**src/rtl/rv32i_pkg.sv**
```systemverilog
`default_nettype none
// ---------------------------------------------------------------------------
// rv32i_pkg
//   Shared types and constants for the rv32i pipeline (fetch-stage subset).
//   Rev 1.0 - initial release
// ---------------------------------------------------------------------------
package rv32i_pkg;

   localparam int DPW = 32;

   localparam logic [31:0]    NOP_INSTR        = 32'h0000_0013;
   localparam logic [DPW-1:0] RESET_PC_DEFAULT = 32'h0000_0000;

   // REQ: request presented, WAIT: granted and awaiting the response,
   // DROP: awaiting a response that a redirect made stale,
   // HOLD: response parked in the buffer while decode is stalled.
   typedef enum logic [1:0] {
      REQ  = 2'd0,
      WAIT = 2'd1,
      DROP = 2'd2,
      HOLD = 2'd3
   } fetch_state_t;

endpackage
`default_nettype wire

```
**src/rtl/if_id_reg.sv**
```systemverilog
`default_nettype none
// ---------------------------------------------------------------------------
// if_id_reg
//   IF/ID pipeline register. Priority: flush > stall > load.
//   Rev 1.0 - initial release
// ---------------------------------------------------------------------------
module if_id_reg
   import rv32i_pkg::*;
(
   input  logic           clk_i,
   input  logic           arst_ni,
   input  logic           flush_i,
   input  logic           stall_i,
   input  logic           load_i,
   input  logic [31:0]    instr_i,
   input  logic [DPW-1:0] pc_i,
   output logic [31:0]    instr_o,
   output logic [DPW-1:0] pc_o,
   output logic           valid_o
);

   // Flush wipes the entry to a NOP; stall holds; load captures a new fetch.
   always_ff @(posedge clk_i or negedge arst_ni) begin
      if (!arst_ni) begin
         instr_o <= NOP_INSTR;
         pc_o    <= '0;
         valid_o <= 1'b0;
      end else if (flush_i) begin
         instr_o <= NOP_INSTR;
         valid_o <= 1'b0;
      end else if (!stall_i && load_i) begin
         instr_o <= instr_i;
         pc_o    <= pc_i;
         valid_o <= 1'b1;
      end
   end

endmodule
`default_nettype wire

```
**src/rtl/fetch_unit.sv**
```systemverilog
`default_nettype none
// ---------------------------------------------------------------------------
// fetch_unit
//   rv32i instruction-fetch stage: PCF register, imem req/gnt/rvalid
//   handshake, one-entry response buffer for decode stalls, redirect drop.
//   Rev 1.0 - initial release
// ---------------------------------------------------------------------------
module fetch_unit
   import rv32i_pkg::*;
#(
   parameter logic [DPW-1:0] RESET_PC = RESET_PC_DEFAULT
)(
   input  logic           clk_i,
   input  logic           arst_ni,
   input  logic [DPW-1:0] PCNext_i,
   input  logic           PCsrc_i,
   input  logic           stallD_i,
   input  logic           flushD_i,
   output logic [DPW-1:0] PCF_o,
   output logic           imem_req_o,
   output logic [DPW-1:0] imem_addr_o,
   input  logic           imem_gnt_i,
   input  logic           imem_rvalid_i,
   input  logic [31:0]    imem_rdata_i,
   output logic [31:0]    instrD_o,
   output logic [DPW-1:0] PCD_o,
   output logic           validD_o,
   output logic           misalignF_o
);

   fetch_state_t   state_q, state_d;
   logic [DPW-1:0] inflight_q;
   logic [31:0]    buf_q;
   logic           live_q;
   logic           misalign_q;

   logic           pc_load;
   logic           inflight_load;
   logic           buf_load;
   logic           ifid_load;
   logic [31:0]    ifid_data;
   logic           req;

   // FSM state, PC, in-flight address, buffer and misalign flag registers.
   always_ff @(posedge clk_i or negedge arst_ni) begin
      if (!arst_ni) begin
         state_q    <= REQ;
         PCF_o      <= RESET_PC;
         inflight_q <= '0;
         buf_q      <= '0;
         live_q     <= 1'b0;
         misalign_q <= 1'b0;
      end else begin
         state_q    <= state_d;
         live_q     <= 1'b1;
         misalign_q <= pc_load && (PCNext_i[1:0] != 2'b00);
         if (pc_load)
            PCF_o <= {PCNext_i[DPW-1:2], 2'b00};
         if (inflight_load)
            inflight_q <= PCF_o;
         if (buf_load)
            buf_q <= imem_rdata_i;
      end
   end

   // Next-state and datapath enables; a redirect always reloads the PC.
   always_comb begin
      state_d       = state_q;
      pc_load       = 1'b0;
      inflight_load = 1'b0;
      buf_load      = 1'b0;
      ifid_load     = 1'b0;
      ifid_data     = imem_rdata_i;
      req           = 1'b0;
      case (state_q)
         REQ: begin
            req = 1'b1;
            if (imem_gnt_i) begin
               inflight_load = 1'b1;
               // A grant coinciding with a redirect fetches a stale address.
               state_d = PCsrc_i ? DROP : WAIT;
            end
         end
         WAIT: begin
            if (imem_rvalid_i) begin
               if (PCsrc_i) begin
                  state_d = REQ;
               end else if (!stallD_i) begin
                  ifid_load = 1'b1;
                  pc_load   = 1'b1;
                  state_d   = REQ;
               end else begin
                  buf_load = 1'b1;
                  state_d  = HOLD;
               end
            end else if (PCsrc_i) begin
               state_d = DROP;
            end
         end
         HOLD: begin
            if (PCsrc_i) begin
               state_d = REQ;
            end else if (!stallD_i) begin
               ifid_load = 1'b1;
               ifid_data = buf_q;
               pc_load   = 1'b1;
               state_d   = REQ;
            end
         end
         DROP: begin
            if (imem_rvalid_i)
               state_d = REQ;
         end
         default: state_d = REQ;
      endcase
      if (PCsrc_i)
         pc_load = 1'b1;
   end

   assign imem_req_o  = req && live_q;
   assign imem_addr_o = PCF_o;
   assign misalignF_o = misalign_q;

   if_id_reg u_if_id_reg (
      .clk_i   (clk_i),
      .arst_ni (arst_ni),
      .flush_i (flushD_i || PCsrc_i),
      .stall_i (stallD_i),
      .load_i  (ifid_load),
      .instr_i (ifid_data),
      .pc_i    (inflight_q),
      .instr_o (instrD_o),
      .pc_o    (PCD_o),
      .valid_o (validD_o)
   );

endmodule
`default_nettype wire

```
**config.mk**
```make
export PLATFORM = sky130hd
export DESIGN_NAME = fetch_unit
export DESIGN_NICKNAME = d
export VERILOG_FILES = /design/src/rtl/rv32i_pkg.sv /design/src/rtl/if_id_reg.sv /design/src/rtl/fetch_unit.sv
export SDC_FILE = /design/constraint.sdc
export NUM_CORES = 1
export LEC_CHECK = 0
export ABC_AREA = 1
export CAP_MARGIN = 25
export CORE_MARGIN = 1.5
export CORE_UTILIZATION = 43
export DETAILED_ROUTE_END_ITERATION = 6
export PLACE_DENSITY = 0.81
export SETUP_SLACK_MARGIN = 0.2
export SLEW_MARGIN = 20
export SYNTH_ARGS = -nofsm -noshare
export SYNTH_HDL_FRONTEND = slang
export SYNTH_SLANG_ARGS = --single-unit
```
**constraint.sdc**
```tcl
create_clock -name clk_i -period 1.25 [get_ports clk_i]
set_input_delay 0.25 -clock clk_i [delete_from_list [all_inputs] [get_ports clk_i]]
set_output_delay 0.25 -clock clk_i [all_outputs]
set_load 0.02 [all_outputs]
```
; Word-level counts from Yosys, hierarchy flattened
; Index checks and enable logic that the tools add are counted.
[word_totals]
regBits = 159
wordCells = 58
[op_classes]
n_eq_ne = 7
mux = 31
n_bitwise = 1
n_reduce_logical = 10
[op_table]
columns = op, n
row1 = 32-bit two-way mux, 5
row2 = 2-bit two-way mux, 9
row3 = 1-bit two-way mux, 14
row4 = 2-bit case mux with 4 select lines, 1
row5 = "3-bit inequality test, second input constant", 2
row6 = "2-bit equality test, second input constant", 2
row7 = "2-bit inequality test, second input constant", 2
row8 = 1-bit case mux with 2 select lines, 2
row9 = 4-bit AND reduction, 1
row10 = 2-bit nonzero test, 2
row11 = 1-bit logical AND, 3
row12 = "2-bit by 1-bit equality test with 1-bit output, second input constant", 1
row13 = 2-bit zero test, 1
row14 = 2-bit AND reduction, 1
row15 = 1-bit zero test, 1
row16 = 1-bit logical OR, 1
row17 = 1-bit inverter, 1

; Depth between registers and ports, before layout
; Gate-level depths: netlist (run 1).
[logic_depth]
word_depth = 7
ltp_mapped = 8

; Cells and area by module
; From an unflattened synthesis (run 1), not the netlist that was laid out.
[hier_totals]
cells_unflattened = 800
area_unflattened_um2 = 7230.7
[modules_own_cells]
columns = mod, n_inst, cells_per_inst, area_each_um2, seq_area_each_um2
row1 = fetch_unit, 1, 504, 4433.0, 2402.3
row2 = if_id_reg, 1, 296, 2797.7, 1630.3

; Least setup slack after synthesis (run 1)
; Ideal clock, no wire load.
[synth_path]
kind = flip-flop to flip-flop
from = register state_q[0]
to = register u_if_id_reg.pc_o[10]
arrival_time_ns = 1.141
t_required_ns = 1.133
slack_ns = -0.008
stages_incl_launch_ff = 9
path_buffers = 1
cell_sequence = dfrtp_1 inv_1 nor2_1 nand2_2 nor2_4 inv_2 buf_2 nand2_1 nand2_1
[synth_via]
elab_chain_len = 4
elab_cells_between_ends = 5
[synth_lines]
columns = item, line
row1 = start: declaration, fetch_unit.sv:31  ; fetch_state_t state_q, state_d;
row2 = start signal: assignment, fetch_unit.sv:54  ; state_q <= state_d;
row3 = 2-bit equality test / 2-bit by 1-bit equality test with 1-bit output (equally long branches), fetch_unit.sv:75  ; case (state_q)
row4 = 1-bit case mux with 2 select lines (*), fetch_unit.sv:75
row5 = 1-bit logical AND (*), if_id_reg.sv:31  ; end else if (!stall_i && load_i) begin
row6 = 2-bit AND reduction (no line) (*), -
row7 = end signal: assignment, if_id_reg.sv:33  ; pc_o <= pc_i;
row8 = end: declaration, if_id_reg.sv:18  ; output logic [DPW-1:0] pc_o,
; Mark *: on every way between the ends. The rest lies on a longest branch, timed or not.
; A chain may end at the register's enable or synchronous reset.

; Worst setup path after layout (run 1)
[layout_path]
from = input port stallD_i
to = register buf_q[13]
[layout_via]
elab_chain_len = 4
[layout_lines]
columns = item, line
row1 = start: declaration, fetch_unit.sv:17  ; input logic stallD_i,
row2 = 1-bit two-way mux, fetch_unit.sv:88  ; end else if (!stallD_i) begin
row3 = 1-bit two-way mux, fetch_unit.sv:86  ; if (PCsrc_i) begin
row4 = 1-bit two-way mux, fetch_unit.sv:85  ; if (imem_rvalid_i) begin
row5 = 1-bit two-way mux, fetch_unit.sv:75
row6 = end signal: assignment, fetch_unit.sv:62  ; buf_q <= imem_rdata_i;
row7 = end: declaration, fetch_unit.sv:33  ; logic [31:0] buf_q;
; No other way between the ends.

==> results of run 1 <==
## placed cells by master, fill, tap and decap left out, drive strengths merged
| cell type | instances |
|---|---|
| nor2 | 11 |
| dfstp | 3 |
| clkinvlp | 1 |
| nand3b | 3 |
| nand3 | 95 |
| nor3b | 1 |
| bufinv | 3 |
| buf | 228 |
| o21ai | 94 |
| conb | 7 |
| o21a | 1 |
| clkinv | 5 |
| a21oi | 1 |
| nand2 | 271 |
| clkbuf | 29 |
| dlygate4sd3 | 1 |
| clkdlybuf4s50 | 69 |
| inv | 104 |
| dfrtp | 156 |
## kinds of logic after synthesis
logic type | Yosys count | synth area share [%]
and+or+nand+nor | 380 | 22.9
AOI/OAI and AO/OA | 96 | 6.98
buffers and inverters | 181 | 12.4
other | 2 | 0.109
DFF | 159 | 57.6
## state kept, by name, summed over array words and instances (netlist names)
signal               cells
buf_q                   32
live_q                   1
inflight_q              30
u_if_id_reg.valid_o      1
state_q                  2
misalignF_o              1
u_if_id_reg.pc_o        30
u_if_id_reg.instr_o     32
PCF_o                   30
## layer usage
layer	track usage, %	share of wire [%]	vias up	wire (µm)
met4	9.48	3.4	0	763
met1	27.3	37	3260	8270
met3	3.69	5.1	54	1140
li1	-	-	3010	-
met2	38.8	54	285	12000
met5	0	0	-	0
## timing repair
| action | 4_1_cts | 5_1_grt |
|---|---|---|
| cloned | 2 | 13 |
| buffers inserted | 31 | 24 |
| pin swaps | 12 | 15 |
| resized for setup | 760 | 170 |
| endpoints found under the hold margin | 28 | 0 |
| setup endpoints to repair | 283 | 283 |
| hold buffers | 1 | 0 |
## Yosys cell counts (all sizes together)
cell and instances:
conb 2, dfstp 3, nand3b 3, o21ai 94
a21oi 1, clkbuf 21, nand2 270, inv 102
nand3 95, nor2 11, o21a 1, clkinv 1
dfrtp 156, nor3b 1, buf 57
## power by group
| group | internal, mW | total [mW] | switching (mW) |
|---|---|---|---|
| clock | 3.17 | 5.22 | 2.05 |
| combinational | 3.17 | 6.82 | 3.66 |
| sequential | 6.68 | 7.64 | 0.959 |
## layout make-up
cell class | count | area share [%]
clock buffer | 20 | 4.00
multi-input combinational | 484 | 22.8
sequential | 159 | 35.7
inverter | 103 | 3.66
timing repair buffer | 307 | 30.2
clock inverter | 10 | 1.24
tap | 216 | 2.42
## through the flow
step           util, %  setup slack [ns]  std cells  power [mW]  area (µm²)
6_report          70.8            -0.192       1299        19.7       11200
5_1_grt           70.8            -0.349       1299        20.7       11200
4_1_cts           64.7            -0.160       1262        18.5       10200
3_5_place_dp      57.8            -0.490       1198        12.8        9110
3_3_place_gp      57.8            -0.469       1198        12.6        9110
2_1_floorplan        -            0.0162        823        10.4        6990
## path summary, 6_finish.rpt
| path | to | slack [ns] | depth (start not counted) |
|---|---|---|---|
| setup / recovery | buf_q[13] | -0.19 | 9 |
| hold / removal | u_if_id_reg.instr_o[9] | 0.30 | 2 |
| setup reg to reg | buf_q[13] | -0.19 | 8 |
| hold reg to reg | u_if_id_reg.pc_o[14] | 0.47 | 2 |
| max in group asynchronous | u_if_id_reg.instr_o[1] | 0.38 | 3 |
| min in group clk_i | PCF_o[10] | 0.38 | 3 |
==> flow_metrics.py, run 1 <==
metrics = {
    "status": {
        "status": "finished, violations left",
        "violations": "setup timing",
    },
    "clocking": {
        "numCtsBuffers": 17,
        "ctsLongestPathBuffers": 2,
        "cts.sinks": 159,
        "cts_tree": "yes",
        "clk_latency_ns": 0.42,
        "clkSlewWorstSetupHoldPaths_ns": 0.06,
        "htree_levels": 4,
        "root_buffer": "clkbuf_16",
    },
    "sta": {
        "grt_setup_unrepaired": "yes",
        "setup_tns_ns": -20.43,
        "setup_viol": 186,
        "clock.fmax_mhz": 693,
        "hold_ws_ns": 0.304,
        "finClkSkew_ns": 0.00862,
        "fin_ws_ns": -0.192,
        "finalMaxSlewViolations": 0,
        "final-hold-violation-count": 0,
        "post-route-period-util_pct": 115,
        "period_needed_ns": 1.44,
    },
    "finish": {
        "multiInputGateArea_um2": 2550,
        "layout.area.seq_um2": 3980,
        "layout-drive-gt1-share_pct": 34.2,
        "final_nets": 1143,
        "num_antenna_cells": 0,
        "fillers": 1081,
        "area_delta_synth_final_pct": 61.5,
    },
    "global_route": {
        "grt_max_degree": 61,
        "grt_pass1_wl_um": 29100,
        "grt.total_usage_pct": 22.2,
        "antenna_found_initial": 0,
        "grt_pass1_vias": 6085,
        "grt.overflow.total": 0,
    },
    "run": {
        "maxCapViolations": 0,
    },
    "critical_path": {
        "critical-path-slowest-cell": "clkdlybuf4s50_1",
        "cp-start-kind": "input pin",
        "crit_chain": "clkdlybuf4s50_1 > inv_1 > nor2_2 > nand2_2 > nor2_4 > buf_12 > clkbuf_16 > nand2_1 > o21ai_0",
        "reg2reg_from": "state_q[1]",
        "worstPathArrival_ns": 1.78,
        "cp-end-kind": "flip-flop",
        "startpoint": "stallD_i",
        "cpPeakStageDelay_ns": 0.59,
        "crit_buf_inv": 4,
        "crit_type": "in -> reg",
        "crit_fanout": 19,
        "cp_top_family": "buffers and inverters",
        "required_ns": 1.59,
    },
    "place": {
        "placement.io_buffers": 195,
        "dp_hpwl_um": 12100,
        "gp_congestion": 0.850,
    },
    "floorplanning": {
        "initial_utilization_pct": 43.9,
        "fp.dieW_um": 130,
        "ioPinCount": 202,
        "rows": 46,
        "die_h_um": 130,
        "fp.coreArea_um2": 15800,
        "dieArea_um2": 16900,
    },
    "yosys": {
        "ys_ff_latch": 159,
        "ys_warn_count": 0,
        "syn_area_per_cell_um2": 8.45,
        "yosys.area.top_type_share_pct": 56.5,
        "synth_cells": 818,
        "synthTopCellsByArea": "dfrtp_1, nand2_1, nand3_1",
        "synth_largest_area_cell": "dfrtp_1",
        "ys_types": 22,
        "yosysSeqAreaShare_pct": 57.6,
        "syn_area_um2": 6920,
    },
    "route": {
        "firstDrtPassIters": 5,
        "via_count": 6609,
        "wire_per_inst_um": 17.1,
        "drt_wl_total_um": 22200,
        "viasPerCell": 5.09,
        "ant_nets": 0,
        "drc_errors": 0,
        "initialDrtViolationCount": 480,
    },
    "pwr": {
        "leakagePower_nw": 5.75,
        "p_per_area_nw_per_um2": 1760,
        "irDropWorstVdd_mv": 1.10,
    },
    "min_path": {
        "worst_hold_path_type": "in -> async",
    },
}
Note: power is estimated with default switching activity, not from simulation.
==> run 2: changes to the inputs <==
RECOVER_POWER = 25   (was default)
REMOVE_ABC_BUFFERS = 1   (was default)
==> run 2 against run 1 <==
  * The run still ends with setup timing left
  * Via count increased by 12%
  * Maximum frequency shrank 12%
  * First-iteration DRC count up 54%
  * Global-route usage grew 3.2 points
  * Critical endpoint is now u_if_id_reg.instr_o[7]
==> flow_metrics.py, run 2 (same netlist as run 1, synthesis figures left out) <==
metrics = {
    "finish": {
        "reg_top3": "buf_q: 32 flops, u_if_id_reg.instr_o: 32 flops",
        "layout-drive-gt1-share_pct": 42.2,
        "final_cell_mix": "nand2_1, dfrtp_1, buf_6",
        "final_common_cell": "nand2_1",
        "utilization_pct": 77.6,
        "final_cells": 1332,
        "final_nets": 1173,
        "area_delta_synth_final_pct": 77.0,
    },
    "run": {
        "maxCapViolations": 0,
    },
    "critical_path": {
        "cp-start-kind": "flip-flop",
        "cp-end-kind": "flip-flop",
        "required_ns": 1.57,
        "crit_fanout": 6,
        "crit_type": "reg -> reg",
        "worstPathArrival_ns": 1.96,
    },
    "clocking": {
        "ctsLongestPathBuffers": 2,
        "cts.sinks": 159,
        "clkSlewWorstSetupHoldPaths_ns": 0.07,
        "clk_latency_ns": 0.44,
        "cts_tree": "yes",
        "numCtsBuffers": 17,
        "htree_levels": 4,
        "root_buffer": "clkbuf_16",
    },
    "global_route": {
        "grt_pass1_vias": 6325,
        "grt_pass1_wl_um": 32400,
        "grt.overflow.total": 0,
        "grt.total_usage_pct": 25.4,
        "antenna_found_initial": 1,
        "grt_max_degree": 62,
    },
    "sta": {
        "final-hold-violation-count": 0,
        "setup_viol": 209,
        "grt_setup_unrepaired": "yes",
        "finalMaxSlewViolations": 0,
        "finClkSkew_ns": 0.0124,
        "period_needed_ns": 1.63,
        "setup_tns_ns": -38.53,
        "clock.fmax_mhz": 612,
        "hold_ws_ns": 0.381,
        "slew_headroom_pct": 52.4,
        "fin_ws_ns": -0.384,
        "post-route-period-util_pct": 131,
        "max_slew.worst_pin.slew_ns": 0.714,
    },
    "status": {
        "violations": "setup timing",
        "status": "finished, violations left",
    },
    "floorplanning": {
        "initial_utilization_pct": 43.9,
        "fp.dieW_um": 130,
        "fp.coreArea_um2": 15800,
        "ioPinCount": 202,
        "dieArea_um2": 16900,
        "die_h_um": 130,
        "rows": 46,
    },
    "place": {
        "dp_cells": 1186,
        "gp_congestion": 0.871,
        "placement.io_buffers": 195,
        "pre_cts_ws_ns": -0.486,
        "dp_hpwl_um": 11700,
    },
    "pwr": {
        "leakagePower_nw": 6.29,
        "p_per_area_nw_per_um2": 1790,
        "irDropWorstVdd_mv": 1.34,
    },
    "route": {
        "drt_wl_total_um": 30200,
        "via_count": 7379,
        "drc_errors": 0,
        "initialDrtViolationCount": 739,
        "viasPerCell": 5.54,
        "wire_per_inst_um": 22.7,
        "firstDrtPassIters": 6,
        "ant_nets": 0,
    },
    "min_path": {
        "worst_hold_path_type": "in -> reg",
    },
}
run 2: where the power goes:
part	internal [mW]	total, mW	switching (mW)	leakage (nW)
logic	3.95	8.44	4.49	3.97
clock network	3.30	5.65	2.36	0.309
registers	6.68	7.77	1.10	2.01
run 2: final cells by class:
type                       instances  area [µm²]
tap                              216         270
sequential                       159        3990
clock buffer                      19         453
inverter                         103         402
fill                             945        3530
antenna                            1        2.50
multi-input combinational        483        2900
timing repair buffer             338        4050
clock inverter                    13         174
run 2: metal layers:
metal  global-route usage [%]  part of all wire (%)  vias up
met2                     43.7                    50      574
li1                         -                     -     3081
met4                     10.4                   6.6        0
met3                     7.83                   9.9      185
met5                        0                     0        -
met1                     29.6                    34     3539
run 2: timing repair:
action / in CTS / in global routing
buffers inserted: 45 / 31
endpoints found under the hold margin: 156 / 0
hold buffers: 1 / 0
pin swaps: 6 / 18
resized for setup: 795 / 283
setup endpoints to repair: 283 / 283
cloned: 11 / 25
run 2: worst max-delay path, stage by stage (launching register included):
cell	delay, ns
dfrtp_1	0.43
buf_6	0.14
buf_4	0.12
nand2_4	0.06
inv_8	0.08
buf_12	0.14
clkbuf_16	0.15
nand3_2	0.16
nand3_4	0.17
nand2_1	0.06
run 2: worst paths after layout:
check	start	to	slack, ns	cells after the start
max in group asynchronous	arst_ni	PCF_o[27]	0.12	3
max reg2reg	state_q[1]	u_if_id_reg.instr_o[7]	-0.38	9
max	state_q[1]	u_if_id_reg.instr_o[7]	-0.38	9
min in group asynchronous	arst_ni	buf_q[25]	0.44	3
min	PCNext_i[9]	PCF_o[9]	0.38	3
min reg2reg	inflight_q[25]	u_if_id_reg.pc_o[25]	0.48	2
run 2: stage by stage:
stage	area (µm²)	total power, mW
final	12200	21.9
after CTS	10700	19.2
after global placement	9080	12.6
after global routing	12200	22.7
after detailed placement	9080	12.8
after floorplan	6460	10.0
==> run 3: changes to the inputs <==
HOLD_SLACK_MARGIN = 0.1   (was default)
==> results of run 3 <==
Final layout, timing and power as in run 2 (identical DEF).
